<file path="src/rtl/par_parameter.sv">
// Shared datapath sizing for the par-sized MAC/divider slice.
// W is the operand width; DW holds a full MAC product word.
package par_parameter;

    localparam int par = 3;
    localparam int W   = par + 1;
    localparam int DW  = 2 * W;
    localparam int CW  = $clog2(DW);

    typedef enum logic [1:0] {
        IDLE,
        RUN,
        DONE
    } div_state_t;

endpackage

</file>
<file path="src/rtl/mac_divider_if.sv">
// Start/busy/done handshake and operand/result buses for mac_divider.
interface mac_divider_if;
    import par_parameter::*;

    logic          start;
    logic [DW-1:0] DIVIDEND;
    logic [W-1:0]  DIVISOR;
    logic          busy;
    logic          done;
    logic          div_by_zero;
    logic [DW-1:0] QUOT;
    logic [W-1:0]  REM;

    modport master (
        output start, DIVIDEND, DIVISOR,
        input  busy, done, div_by_zero, QUOT, REM
    );

    modport slave (
        input  start, DIVIDEND, DIVISOR,
        output busy, done, div_by_zero, QUOT, REM
    );

endinterface

</file>
<file path="src/rtl/mac_divider.sv">
// Restoring divider, one quotient bit per clock: splits a MAC result A*B+C
// back into QUOT=A and REM=C for a known divisor B.
//
// state | meaning
// IDLE  | waiting for start; operands captured on accept
// RUN   | one shift/compare/subtract step per clock
// DONE  | one-cycle done pulse, then back to IDLE
module mac_divider
    import par_parameter::*;
(
    input  logic          clk,
    input  logic          reset,
    mac_divider_if.slave  bus
);

    div_state_t    state, state_nxt;
    logic [DW-1:0] dvd;
    logic [W-1:0]  dsr;
    logic [W-1:0]  prem;
    logic [CW-1:0] cnt;
    logic [DW-1:0] quot;
    logic [W-1:0]  rem;
    logic          dbz;

    logic [W:0]    trial;
    logic          qbit;
    logic [W:0]    rem_step;
    logic          busy_o;
    logic          done_o;

    // Trial remainder carries one extra bit so the compare cannot wrap.
    always_comb begin
        trial    = {prem, dvd[DW-1]};
        qbit     = (trial >= {1'b0, dsr});
        rem_step = qbit ? (trial - {1'b0, dsr}) : trial;
    end

    always_ff @(posedge clk) begin
        if (reset)
            state <= IDLE;
        else
            state <= state_nxt;
    end

    always_comb begin
        state_nxt = state;
        case (state)
            IDLE: if (bus.start)
                      state_nxt = (bus.DIVISOR == '0) ? DONE : RUN;
            RUN:  if (cnt == '0)
                      state_nxt = DONE;
            DONE: state_nxt = IDLE;
            default: state_nxt = IDLE;
        endcase
    end

    always_comb begin
        busy_o = 1'b0;
        done_o = 1'b0;
        case (state)
            RUN:  busy_o = 1'b1;
            DONE: done_o = 1'b1;
            default: ;
        endcase
    end

    always_ff @(posedge clk) begin
        if (reset) begin
            dvd  <= '0;
            dsr  <= '0;
            prem <= '0;
            cnt  <= '0;
            quot <= '0;
            rem  <= '0;
            dbz  <= 1'b0;
        end else begin
            case (state)
                IDLE: if (bus.start) begin
                    dvd  <= bus.DIVIDEND;
                    dsr  <= bus.DIVISOR;
                    prem <= '0;
                    cnt  <= CW'(DW - 1);
                    dbz  <= 1'b0;
                    // Zero divisor short-circuits straight to DONE with saturated results.
                    if (bus.DIVISOR == '0) begin
                        quot <= '1;
                        rem  <= bus.DIVIDEND[W-1:0];
                        dbz  <= 1'b1;
                    end
                end
                RUN: begin
                    prem <= rem_step[W-1:0];
                    dvd  <= {dvd[DW-2:0], qbit};
                    cnt  <= cnt - 1'b1;
                    if (cnt == '0) begin
                        quot <= {dvd[DW-2:0], qbit};
                        rem  <= rem_step[W-1:0];
                    end
                end
                default: ;
            endcase
        end
    end

    assign bus.busy        = busy_o;
    assign bus.done        = done_o;
    assign bus.div_by_zero = dbz;
    assign bus.QUOT        = quot;
    assign bus.REM         = rem;

endmodule

</file>
<file path="src/flat_wrapper.sv">
// flat-port wrapper written by rule: the top's interface ports become plain ports
module mac_divider_flat import par_parameter::*;
  (clk, reset, bus_start, bus_DIVIDEND, bus_DIVISOR, bus_busy, bus_done, bus_div_by_zero, bus_QUOT, bus_REM);
  mac_divider_if bus_i ();
  input  logic clk;
  input  logic reset;
  input wire logic [$bits(bus_i.start)-1:0] bus_start;
  input wire logic [$bits(bus_i.DIVIDEND)-1:0] bus_DIVIDEND;
  input wire logic [$bits(bus_i.DIVISOR)-1:0] bus_DIVISOR;
  output wire logic [$bits(bus_i.busy)-1:0] bus_busy;
  output wire logic [$bits(bus_i.done)-1:0] bus_done;
  output wire logic [$bits(bus_i.div_by_zero)-1:0] bus_div_by_zero;
  output wire logic [$bits(bus_i.QUOT)-1:0] bus_QUOT;
  output wire logic [$bits(bus_i.REM)-1:0] bus_REM;
  assign bus_i.start = bus_start;
  assign bus_i.DIVIDEND = bus_DIVIDEND;
  assign bus_i.DIVISOR = bus_DIVISOR;
  assign bus_busy = bus_i.busy;
  assign bus_done = bus_i.done;
  assign bus_div_by_zero = bus_i.div_by_zero;
  assign bus_QUOT = bus_i.QUOT;
  assign bus_REM = bus_i.REM;
  mac_divider u_core (.clk(clk), .reset(reset), .bus(bus_i));
endmodule
</file>
<file path="config.mk">
export PLATFORM = sky130hd
export DESIGN_NAME = mac_divider_flat
export DESIGN_NICKNAME = d
export VERILOG_FILES = /design/src/rtl/par_parameter.sv /design/src/rtl/mac_divider_if.sv /design/src/rtl/mac_divider.sv /design/src/flat_wrapper.sv
export SDC_FILE = /design/constraint.sdc
export NUM_CORES = 1
export LEC_CHECK = 0
export ABC_AREA = 1
export CAP_MARGIN = 20
export CELL_PAD_IN_SITES_DETAIL_PLACEMENT = 2
export CELL_PAD_IN_SITES_GLOBAL_PLACEMENT = 2
export CORE_ASPECT_RATIO = 1.2
export CORE_UTILIZATION = 32
export CTS_BUF_LIST = sky130_fd_sc_hd__clkbuf_2
export DETAILED_ROUTE_END_ITERATION = 8
export GPL_ROUTABILITY_DRIVEN = 0
export PLACE_DENSITY = 0.95
export SYNTH_ARGS = -nofsm -noshare
export SYNTH_HDL_FRONTEND = slang
export SYNTH_SLANG_ARGS = --single-unit
</file>
<file path="constraint.sdc">
create_clock -name clk -period 3.6 [get_ports clk]
set_clock_uncertainty 0.2 [all_clocks]
set_input_delay 0.72 -clock clk [delete_from_list [all_inputs] [get_ports clk]]
set_output_delay 0.72 -clock clk [all_outputs]
set_load 0.03 [all_outputs]
</file>
==> results.sh, run 1 <==
export IMPL_drc_errors=0
export IMPL_synth_fa_ha_area_frac=0.05910
export IMPL_grt_pass1_wl_um=8245
export IMPL_hold_viol=0
export IMPL_fillCellCount=575
export IMPL_tns_ps=0
export IMPL_area_growth_synth_to_final_pct=25.74
export IMPL_fin_nets=267
export IMPL_synth_seq_cells=34
export IMPL_core_um2=4696
export IMPL_post_route_min_period_ps=3041
export IMPL_drv_cap=0
export IMPL_vias_per_cell=5.023
export IMPL_wl_per_cell_um=16.16
export IMPL_slew_headroom=0.6143
export IMPL_fmax_mhz=328.8
export IMPL_fp_row_count=27
export IMPL_clk_pin_slew_worst_paths_ps=180
export IMPL_track_usage=0.2118
export IMPL_dp_cells=296
export IMPL_status="finished clean"
export IMPL_p_sw_mw=0.3940
export IMPL_hp_class="reg -> reg"
export IMPL_synth_xor_area_frac=0.005443
export IMPL_htreeDepth=2
export IMPL_n_antenna_cell=0
export IMPL_setup_viol=0
export IMPL_period_share=0.8448
export IMPL_ctsRootBufferMaster="clkbuf_2"
export IMPL_place_detailed_hpwl_um=3501
export IMPL_synth_cell_type_count=29
export IMPL_postCtsSetupBuffers=0
export IMPL_power_density_nw_per_um2=561.7
export IMPL_synth_top_flop_cell="dfxtp_1"
export IMPL_pwr_share_clk=0.282
export IMPL_worstSetupPathType="reg -> out"
export IMPL_grt_ovfl_total=0
export IMPL_worstMarginPinSlew_ps=578.0
export IMPL_cts_hold_buf=0
export IMPL_startpoint_type="register"
export IMPL_place_ws_ps=1010
export IMPL_synth_edf_count=0
export IMPL_design_die_area_um2=5317
export IMPL_numCtsBuffers=5
export IMPL_final_util=0.4309
export IMPL_antenna_found_initial=0
export IMPL_whs_path_depth=2
export IMPL_cts_buffer_depth=2
export IMPL_tritoncts="yes"
export IMPL_drt_pass1_iter_count=4
export IMPL_clkLatencyLatePin_ps=390
export IMPL_placed_cell_area_um2=1934
export IMPL_numPortBuffers=29
export IMPL_crit_required_ps=2680
export IMPL_post_cts_resized=0
export IMPL_synth_area_per_cell_um2=7.449
export IMPL_multi_input_area_um2=774.5
export IMPL_grt_max_degree=20
export IMPL_dieWidth_um=66.73
export IMPL_switching_share=0.3467
export IMPL_dr_first_iter_drc_count=23
export IMPL_cp_max_fo=19
export IMPL_synth_nets=238
export IMPL_rr_worst_depth=9
export IMPL_muxShareOfSynthArea=0
export IMPL_yosys_warnings=0
export IMPL_leakage_nw=0.9284
export IMPL_p_int_mw=0.7425
export IMPL_synth_compound_area_share=0.1516
export IMPL_ios=30
export IMPL_synth_top_family_by_area="simple AND/OR/NAND/NOR gates"
export IMPL_initial_core_util=0.3427
export IMPL_crit_arrival_ps=2120
export IMPL_cts_sinks=34
export IMPL_ant_nets=0
export IMPL_syn_cell_area_um2=1609
export IMPL_stdcell_area_um2=2023
export IMPL_yosys_area_share_simple=0.2652
export IMPL_fin_ws_ps=558.6
export IMPL_p_seq_frac=0.403
export IMPL_routed_wl_um=4912
export IMPL_synthCells=216
export IMPL_worstSetupEndpointType="output pin"
export IMPL_power_frac_comb=0.316
export IMPL_grt_pass1_vias=1686
export IMPL_seq_area_frac_synth=0.4230
export IMPL_rsz0062_at_grt="false"
export IMPL_die_h_um=79.68
export IMPL_async_flop_share=0
export IMPL_ff_latch_area_um2=680.7
export IMPL_final_cells=304
export IMPL_drive_above_1_share=0.08943
export IMPL_vdd_drop_max_mv=0.2437
export IMPL_final_max_slew_viol_count=0
export IMPL_route_vias_total=1527
[layer usage]
layer / global-route usage / part of all wire
met1: 0.2337 / 0.42
met4: 0.07234 / 0.018
met5: 0 / 0
met2: 0.3899 / 0.54
met3: 0.04429 / 0.024
[power groups by stage]
stage / Sequential (mW) / Combinational (mW) / Clock [mW]
2_1_floorplan: 0.497 / 0.204 / 0
6_report: 0.457 / 0.359 / 0.320
5_1_grt: 0.465 / 0.401 / 0.342
3_3_place_gp: 0.462 / 0.337 / 0
3_5_place_dp: 0.465 / 0.359 / 0
4_1_cts: 0.458 / 0.364 / 0.332
[cells in the mapped netlist, types with 2 or more instances]
cell type,count,area share
buf_2,3,0.0093
a211oi_1,4,0.019
inv_2,2,0.0047
clkbuf_1,3,0.0070
ha_1,6,0.047
inv_1,26,0.061
a21oi_1,15,0.047
nand3_1,14,0.044
dfxtp_1,34,0.42
nand2_2,2,0.0078
o21ai_0,17,0.053
o21ai_1,4,0.012
a221oi_1,2,0.011
nand2_1,32,0.075
nand4_1,4,0.016
or2_2,4,0.016
nor2_1,30,0.070
nor2_2,3,0.012
[registers in the layout (all words and copies together), names as in the netlist]
name and cells:
u_core.bus.REM 4, u_core.prem 4, u_core.dvd 8, u_core.bus.div_by_zero 1, u_core.state 2, u_core.dsr 4, u_core.bus.QUOT 8, u_core.cnt 3
[cell usage in the layout (no fill, tap or decap), types with 2 or more instances in the layout]
cell and count:
bufinv_16 2, o21ai_1 4, nand3_1 14, a21oi_1 15, a221oi_1 2, inv_2 2
ha_1 6, clkbuf_2 5, nor2_1 30, dfxtp_1 34, nand2_1 32, nand4_1 4
nand2_2 2, a211oi_1 4, inv_1 26, clkinv_1 2, o21ai_0 17, or2_2 4
clkdlybuf4s50_1 29, nor2_2 3
[metrics by stage]
step | power [mW] | hold slack, ps
global placement | 0.7986 | 258.9
CTS | 1.154 | 289.3
floorplan | 0.7008 | 233.2
finish | 1.136 | 284.7
global route | 1.208 | 326.0
detailed placement | 0.8248 | 266.1
[final timing paths]
| check | slack [ps] | from | end |
|---|---|---|---|
| setup / recovery | 560 | u_core.state[0]$_SDFFE_PP0P_ | bus_busy |
| hold / removal | 280 | u_core.bus.QUOT[2]$_SDFFE_PP0P_ | u_core.bus.QUOT[2]$_SDFFE_PP0P_ |
| setup reg to reg | 1520 | u_core.prem[1]$_SDFFE_PP0P_ | u_core.prem[1]$_SDFFE_PP0P_ |
| hold reg to reg | 280 | u_core.bus.QUOT[2]$_SDFFE_PP0P_ | u_core.bus.QUOT[2]$_SDFFE_PP0P_ |
[logic make-up (layout without fill, tap and decap cells)]
kind of cell	count (synthesis)	after routing
flops	34	34
xor+xnor	1	1
simple gates	93	93
buf+inv	37	67
compound gates	44	44
fa+ha+maj	7	7
[area by class of cell]
| type | instances | area share |
|---|---|---|
| multi-input combinational | 145 | 0.3828 |
| sequential | 34 | 0.3364 |
| timing repair buffer | 30 | 0.1472 |
| inverter | 29 | 0.05380 |
| tap | 58 | 0.03587 |
| clock inverter | 3 | 0.03154 |
| clock buffer | 5 | 0.01237 |
[worst max-delay path: stages (launching register included)]
cell	delay, ps
dfxtp_1	420
nand2_2	230
inv_2	340
clkdlybuf4s50_1	740
Note: power is estimated with default switching activity, not from simulation.
==> inputs of run 2 (changes only) <==
--- a/config.mk
+++ b/config.mk
@@ -10,11 +10,11 @@
 export CELL_PAD_IN_SITES_DETAIL_PLACEMENT = 2
 export CELL_PAD_IN_SITES_GLOBAL_PLACEMENT = 2
 export CORE_ASPECT_RATIO = 1.2
-export CORE_UTILIZATION = 32
+export CORE_UTILIZATION = 27
 export CTS_BUF_LIST = sky130_fd_sc_hd__clkbuf_2
 export DETAILED_ROUTE_END_ITERATION = 8
 export GPL_ROUTABILITY_DRIVEN = 0
-export PLACE_DENSITY = 0.95
+export PLACE_DENSITY = 0.89
 export SYNTH_ARGS = -nofsm -noshare
 export SYNTH_HDL_FRONTEND = slang
 export SYNTH_SLANG_ARGS = --single-unit
==> constraint.sdc (replaced) <==
create_clock -name clk -period 2.65 [get_ports clk]
set_clock_uncertainty 0.2 [all_clocks]
set_input_delay 0.53 -clock clk [delete_from_list [all_inputs] [get_ports clk]]
set_output_delay 0.53 -clock clk [all_outputs]
set_load 0.03 [all_outputs]
==> run 2 against run 1 <==
  * Register-to-register slack got worse by 960 ps
  * Total power up 19%
  * Cell area is 0.25% lower
  * Flip-flop and latch count unchanged
  * Sequential power grew 36%
  * Count of clock-buffer cells in the layout unchanged
  * Critical path depth is the same
  * Via count down 0.13%
  * Worst setup slack lost 250 ps
  * Clock power decreased by 24%
  * Critical path type unchanged
  * Largest cell class unchanged
==> results.sh, run 2 (synthesis results as in run 1) <==
export IMPL_status="finished clean"
export IMPL_wl_per_cell_um=14.10
export IMPL_worstSetupPathType="reg -> out"
export IMPL_stdcell_area_um2=2018
export IMPL_leakage_nw=0.9138
export IMPL_cts_sinks=34
export IMPL_crit_required_ps=1920
export IMPL_clkLatencyLatePin_ps=380
export IMPL_numPortBuffers=29
export IMPL_holdWs_ps=281.8
export IMPL_place_ws_ps=310.4
export IMPL_most_common_layout_cells="34 x dfxtp_1, 32 x nand2_1, 30 x nor2_1"
export IMPL_htreeDepth=2
export IMPL_post_route_min_period_ps=2339
export IMPL_area_growth_synth_to_final_pct=25.43
export IMPL_worstPathCellList="inv_1 -> nor2_1 -> clkdlybuf4s50_1"
export IMPL_ant_nets=0
export IMPL_fin_ws_ps=310.8
export IMPL_core_um2=5705
export IMPL_ios=30
export IMPL_fp_row_count=30
export IMPL_fin_nets=269
export IMPL_dieWidth_um=72.47
export IMPL_design_die_area_um2=6273
export IMPL_hold_viol=0
export IMPL_die_h_um=86.57
export IMPL_numCtsBuffers=5
export IMPL_rsz0062_at_grt="false"
export IMPL_drv_cap=0
export IMPL_vdd_drop_max_mv=0.1452
export IMPL_n_antenna_cell=0
export IMPL_drive_above_1_share=0.09677
export IMPL_clk_pin_slew_worst_paths_ps=190
export IMPL_postCtsSetupBuffers=0
export IMPL_vias_per_cell=4.649
export IMPL_final_max_slew_viol_count=0
export IMPL_worstSetupEndpointType="output pin"
export IMPL_timing_rr_start="u_core.dsr[2]$_SDFFE_PP0P_"
export IMPL_slew_headroom=0.6102
export IMPL_ff_latch_area_um2=680.7
export IMPL_fillCellCount=690
export IMPL_hp_class="reg -> reg"
export IMPL_cp_depth=3
export IMPL_grt_pass1_wl_um=7831
export IMPL_post_cts_resized=0
export IMPL_startpoint_type="register"
export IMPL_drc_errors=0
export IMPL_power_density_nw_per_um2=668.3
export IMPL_rrSetupSlack_ps=560
export IMPL_final_cells=328
export IMPL_layout_commonest_cell="dfxtp_1"
export IMPL_place_detailed_hpwl_um=3584
export IMPL_placed_cell_area_um2=1977
export IMPL_critPathLaunch="u_core.state[1]$_SDFFE_PP0P_"
export IMPL_path_delay_family="buffers and inverters"
export IMPL_initial_core_util=0.2820
export IMPL_final_util=0.3537
export IMPL_ctsRootBufferMaster="clkbuf_2"
export IMPL_grt_ovfl_total=0
export IMPL_grt_pass1_vias=1673
export IMPL_critical_path_endpoint="bus_done"
export IMPL_cp_max_fo=2
export IMPL_worstMarginPinSlew_ps=584.1
export IMPL_rr_worst_depth=10
export IMPL_cts_hold_buf=0
export IMPL_fmax_mhz=427.5
export IMPL_tritoncts="yes"
export IMPL_power_mw=1.349
export IMPL_worstReg2RegEnd="u_core.prem[1]$_SDFFE_PP0P_"
export IMPL_dr_first_iter_drc_count=58
export IMPL_path_buf_inv=2
export IMPL_cp_slowest_cell="clkdlybuf4s50_1"
export IMPL_antenna_found_initial=0
export IMPL_setup_viol=0
export IMPL_route_vias_total=1525
export IMPL_track_usage=0.1614
export IMPL_cts_buffer_depth=2
export IMPL_crit_arrival_ps=1610
export IMPL_tns_ps=0
export IMPL_max_stage_delay_ps=680
export IMPL_dp_cells=320
export IMPL_routed_wl_um=4626
export IMPL_multi_input_area_um2=774.5
export IMPL_period_share=0.8827
export IMPL_drt_pass1_iter_count=4
export IMPL_grt_max_degree=20
[run 2: cell types whose count changed in the layout (fill, tap and decap cells not counted), sizes merged]
cell      change
clkinvlp      +1
bufinv        -2
clkinv        +1
buf           +2
[run 2: worst min path at each step]
stage	slack, ps	startpoint	depth (start not counted)	to
final	280	u_core.bus.QUOT[1]$_SDFFE_PP0P_	2	u_core.bus.QUOT[1]$_SDFFE_PP0P_
after global routing	310	u_core.bus.QUOT[1]$_SDFFE_PP0P_	2	u_core.bus.QUOT[1]$_SDFFE_PP0P_
after CTS	290	u_core.bus.QUOT[1]$_SDFFE_PP0P_	2	u_core.bus.QUOT[1]$_SDFFE_PP0P_
after detailed placement	260	u_core.bus.QUOT[1]$_SDFFE_PP0P_	2	u_core.bus.QUOT[1]$_SDFFE_PP0P_
after global placement	260	u_core.bus.QUOT[1]$_SDFFE_PP0P_	2	u_core.bus.QUOT[1]$_SDFFE_PP0P_
after floorplan	230	u_core.dsr[2]$_SDFFE_PP0P_	2	u_core.dsr[2]$_SDFFE_PP0P_
[run 2: area by class of cell]
class                      instances  area share
multi-input combinational        145      0.3838
sequential                        34      0.3373
timing repair buffer              32      0.1550
inverter                          29     0.05394
tap                               80     0.04960
clock buffer                       5     0.01240
clock inverter                     3    0.008059
[run 2: layer usage]
layer	GRT usage	wire length (µm)	up-vias
li1	-	-	761
met1	0.1753	1898	725
met2	0.3110	2504	32
met3	0.02907	140	7
met4	0.04991	82	0
met5	0	0	-
[run 2: worst min-delay path, stage by stage, from the launching register on]
cell and delay [ps]:
dfxtp_1 350, nand2_1 60, a21oi_1 50
[run 2: where the power goes]
part	leakage [nW]	total, mW	internal (mW)	switching [mW]
Combinational	0.607	0.483	0.181	0.302
Sequential	0.280	0.622	0.581	0.0409
Clock	0.0264	0.244	0.0602	0.184
==> inputs of run 3 (changes only) <==
==> constraint.sdc (replaced) <==
create_clock -name clk -period 2.65 [get_ports clk]
set_clock_uncertainty 0.2 [all_clocks]
set_input_delay 0.53 -clock clk [delete_from_list [all_inputs] [get_ports clk]]
set_output_delay 0.53 -clock clk [all_outputs]
set_load 0.005 [all_outputs]
==> run 3 against run 2 <==
  * Cell area fell by 0.37%
  * Flip-flop and latch count did not move
  * Worst setup slack got worse by 46 ps
  * Highest routed layer unchanged
  * Die area did not move
  * Final cell count fell by 0.30%
  * Clock power rose by 4%
  * Sequential power barely moved
  * Combinational power fell by 12%
  * Maximum frequency fell by 1.9%
  * Global-route usage rose by 0.46 points
  * Sequential share of layout area rose by 0.13 points
  * Routed wire length rose by 0.50%
==> results.sh, run 3 (synthesis results as in run 1) <==
export IMPL_crit_required_ps=1920
export IMPL_postCtsSetupBuffers=0
export IMPL_htreeDepth=2
export IMPL_dieWidth_um=72.47
export IMPL_initial_core_util=0.2820
export IMPL_leakage_nw=0.9093
export IMPL_wl_per_cell_um=14.22
export IMPL_multi_input_area_um2=774.5
export IMPL_vdd_drop_max_mv=0.1677
export IMPL_dp_cells=319
export IMPL_track_usage=0.1660
export IMPL_power_density_nw_per_um2=646.0
export IMPL_status="finished clean"
export IMPL_routed_wl_um=4649
export IMPL_cts_buffer_depth=2
export IMPL_fmax_mhz=419.3
export IMPL_area_growth_synth_to_final_pct=24.96
export IMPL_route_vias_total=1544
export IMPL_die_h_um=86.57
export IMPL_setup_viol=0
export IMPL_ff_latch_area_um2=680.7
export IMPL_slew_headroom=0.6114
export IMPL_grt_max_degree=20
export IMPL_design_die_area_um2=6273
export IMPL_clk_pin_slew_worst_paths_ps=200
export IMPL_power_mw=1.299
export IMPL_hp_class="reg -> reg"
export IMPL_core_um2=5705
export IMPL_vias_per_cell=4.722
export IMPL_numCtsBuffers=5
export IMPL_grt_pass1_vias=1659
export IMPL_final_cells=327
export IMPL_fillCellCount=696
export IMPL_crit_arrival_ps=1650
export IMPL_worstSetupEndpointType="output pin"
export IMPL_place_detailed_hpwl_um=3592
export IMPL_antenna_found_initial=0
export IMPL_grt_ovfl_total=0
export IMPL_cts_hold_buf=0
export IMPL_most_common_layout_cells="34 x dfxtp_1, 32 x nand2_1, 30 x nor2_1"
export IMPL_n_antenna_cell=0
export IMPL_drc_errors=0
export IMPL_cp_max_fo=16
export IMPL_grt_pass1_wl_um=7886
export IMPL_numPortBuffers=29
export IMPL_holdWs_ps=278.6
export IMPL_post_route_min_period_ps=2385
export IMPL_cts_sinks=34
export IMPL_worstMarginPinSlew_ps=582.3
export IMPL_clkLatencyLatePin_ps=400
export IMPL_layout_commonest_cell="dfxtp_1"
export IMPL_startpoint_type="register"
export IMPL_hold_viol=0
export IMPL_post_cts_resized=0
export IMPL_drt_pass1_iter_count=4
export IMPL_period_share=0.8999
export IMPL_tns_ps=0
export IMPL_ant_nets=0
export IMPL_drive_above_1_share=0.09312
export IMPL_dr_first_iter_drc_count=47
export IMPL_worstSetupPathType="reg -> out"
export IMPL_ctsRootBufferMaster="clkbuf_2"
export IMPL_fp_row_count=30
export IMPL_ios=30
export IMPL_tritoncts="yes"
export IMPL_final_max_slew_viol_count=0
export IMPL_fin_nets=268
export IMPL_rsz0062_at_grt="false"
export IMPL_drv_cap=0
run 3: worst paths after layout:
path                                                       from                               to  slack [ps]  depth (start not counted)
worst max-delay path               u_core.state[0]$_SDFFE_PP0P_                         bus_busy         270                          3
worst min-delay path            u_core.bus.QUOT[1]$_SDFFE_PP0P_  u_core.bus.QUOT[1]$_SDFFE_PP0P_         280                          2
worst max register to register       u_core.dsr[2]$_SDFFE_PP0P_   u_core.bus.REM[0]$_SDFFE_PP0P_         570                         10
worst min register to register  u_core.bus.QUOT[1]$_SDFFE_PP0P_  u_core.bus.QUOT[1]$_SDFFE_PP0P_         280                          2
run 3: cell type report:
cell class                 count  share of cell area
inverter                      29             0.05414
sequential                    34              0.3385
multi-input combinational    145              0.3852
clock buffer                   5             0.01245
timing repair buffer          31              0.1518
clock inverter                 3            0.008090
tap                           80             0.04978
run 3: report_power, final:
group          leakage (nW)  total (mW)  internal, mW  switching, mW
Sequential            0.280       0.621         0.581         0.0398
Combinational         0.603       0.424         0.178          0.246
Clock                0.0264       0.254        0.0601          0.194
run 3: critical path, cell delays in order (launching register included):
cell and delay (ps):
dfxtp_1 420, nand2_2 230, inv_2 120, clkdlybuf4s50_1 500
run 3: through the flow:
stage               utilization  setup WS, ps  cell area (µm²)
floorplan                     -         928.4             1609
global placement         0.3452         329.0             1969
detailed placement       0.3452         261.9             1969
CTS                      0.3524         229.9             2011
global route             0.3524         130.3             2011
finish                   0.3524         265.2             2011
run 3: metal layers:
metal,up-vias,share of wire,track usage
met5,-,0,0
met4,0,0.025,0.07308
met3,11,0.038,0.03256
met2,33,0.53,0.3076
met1,735,0.41,0.1801
li1,765,-,-
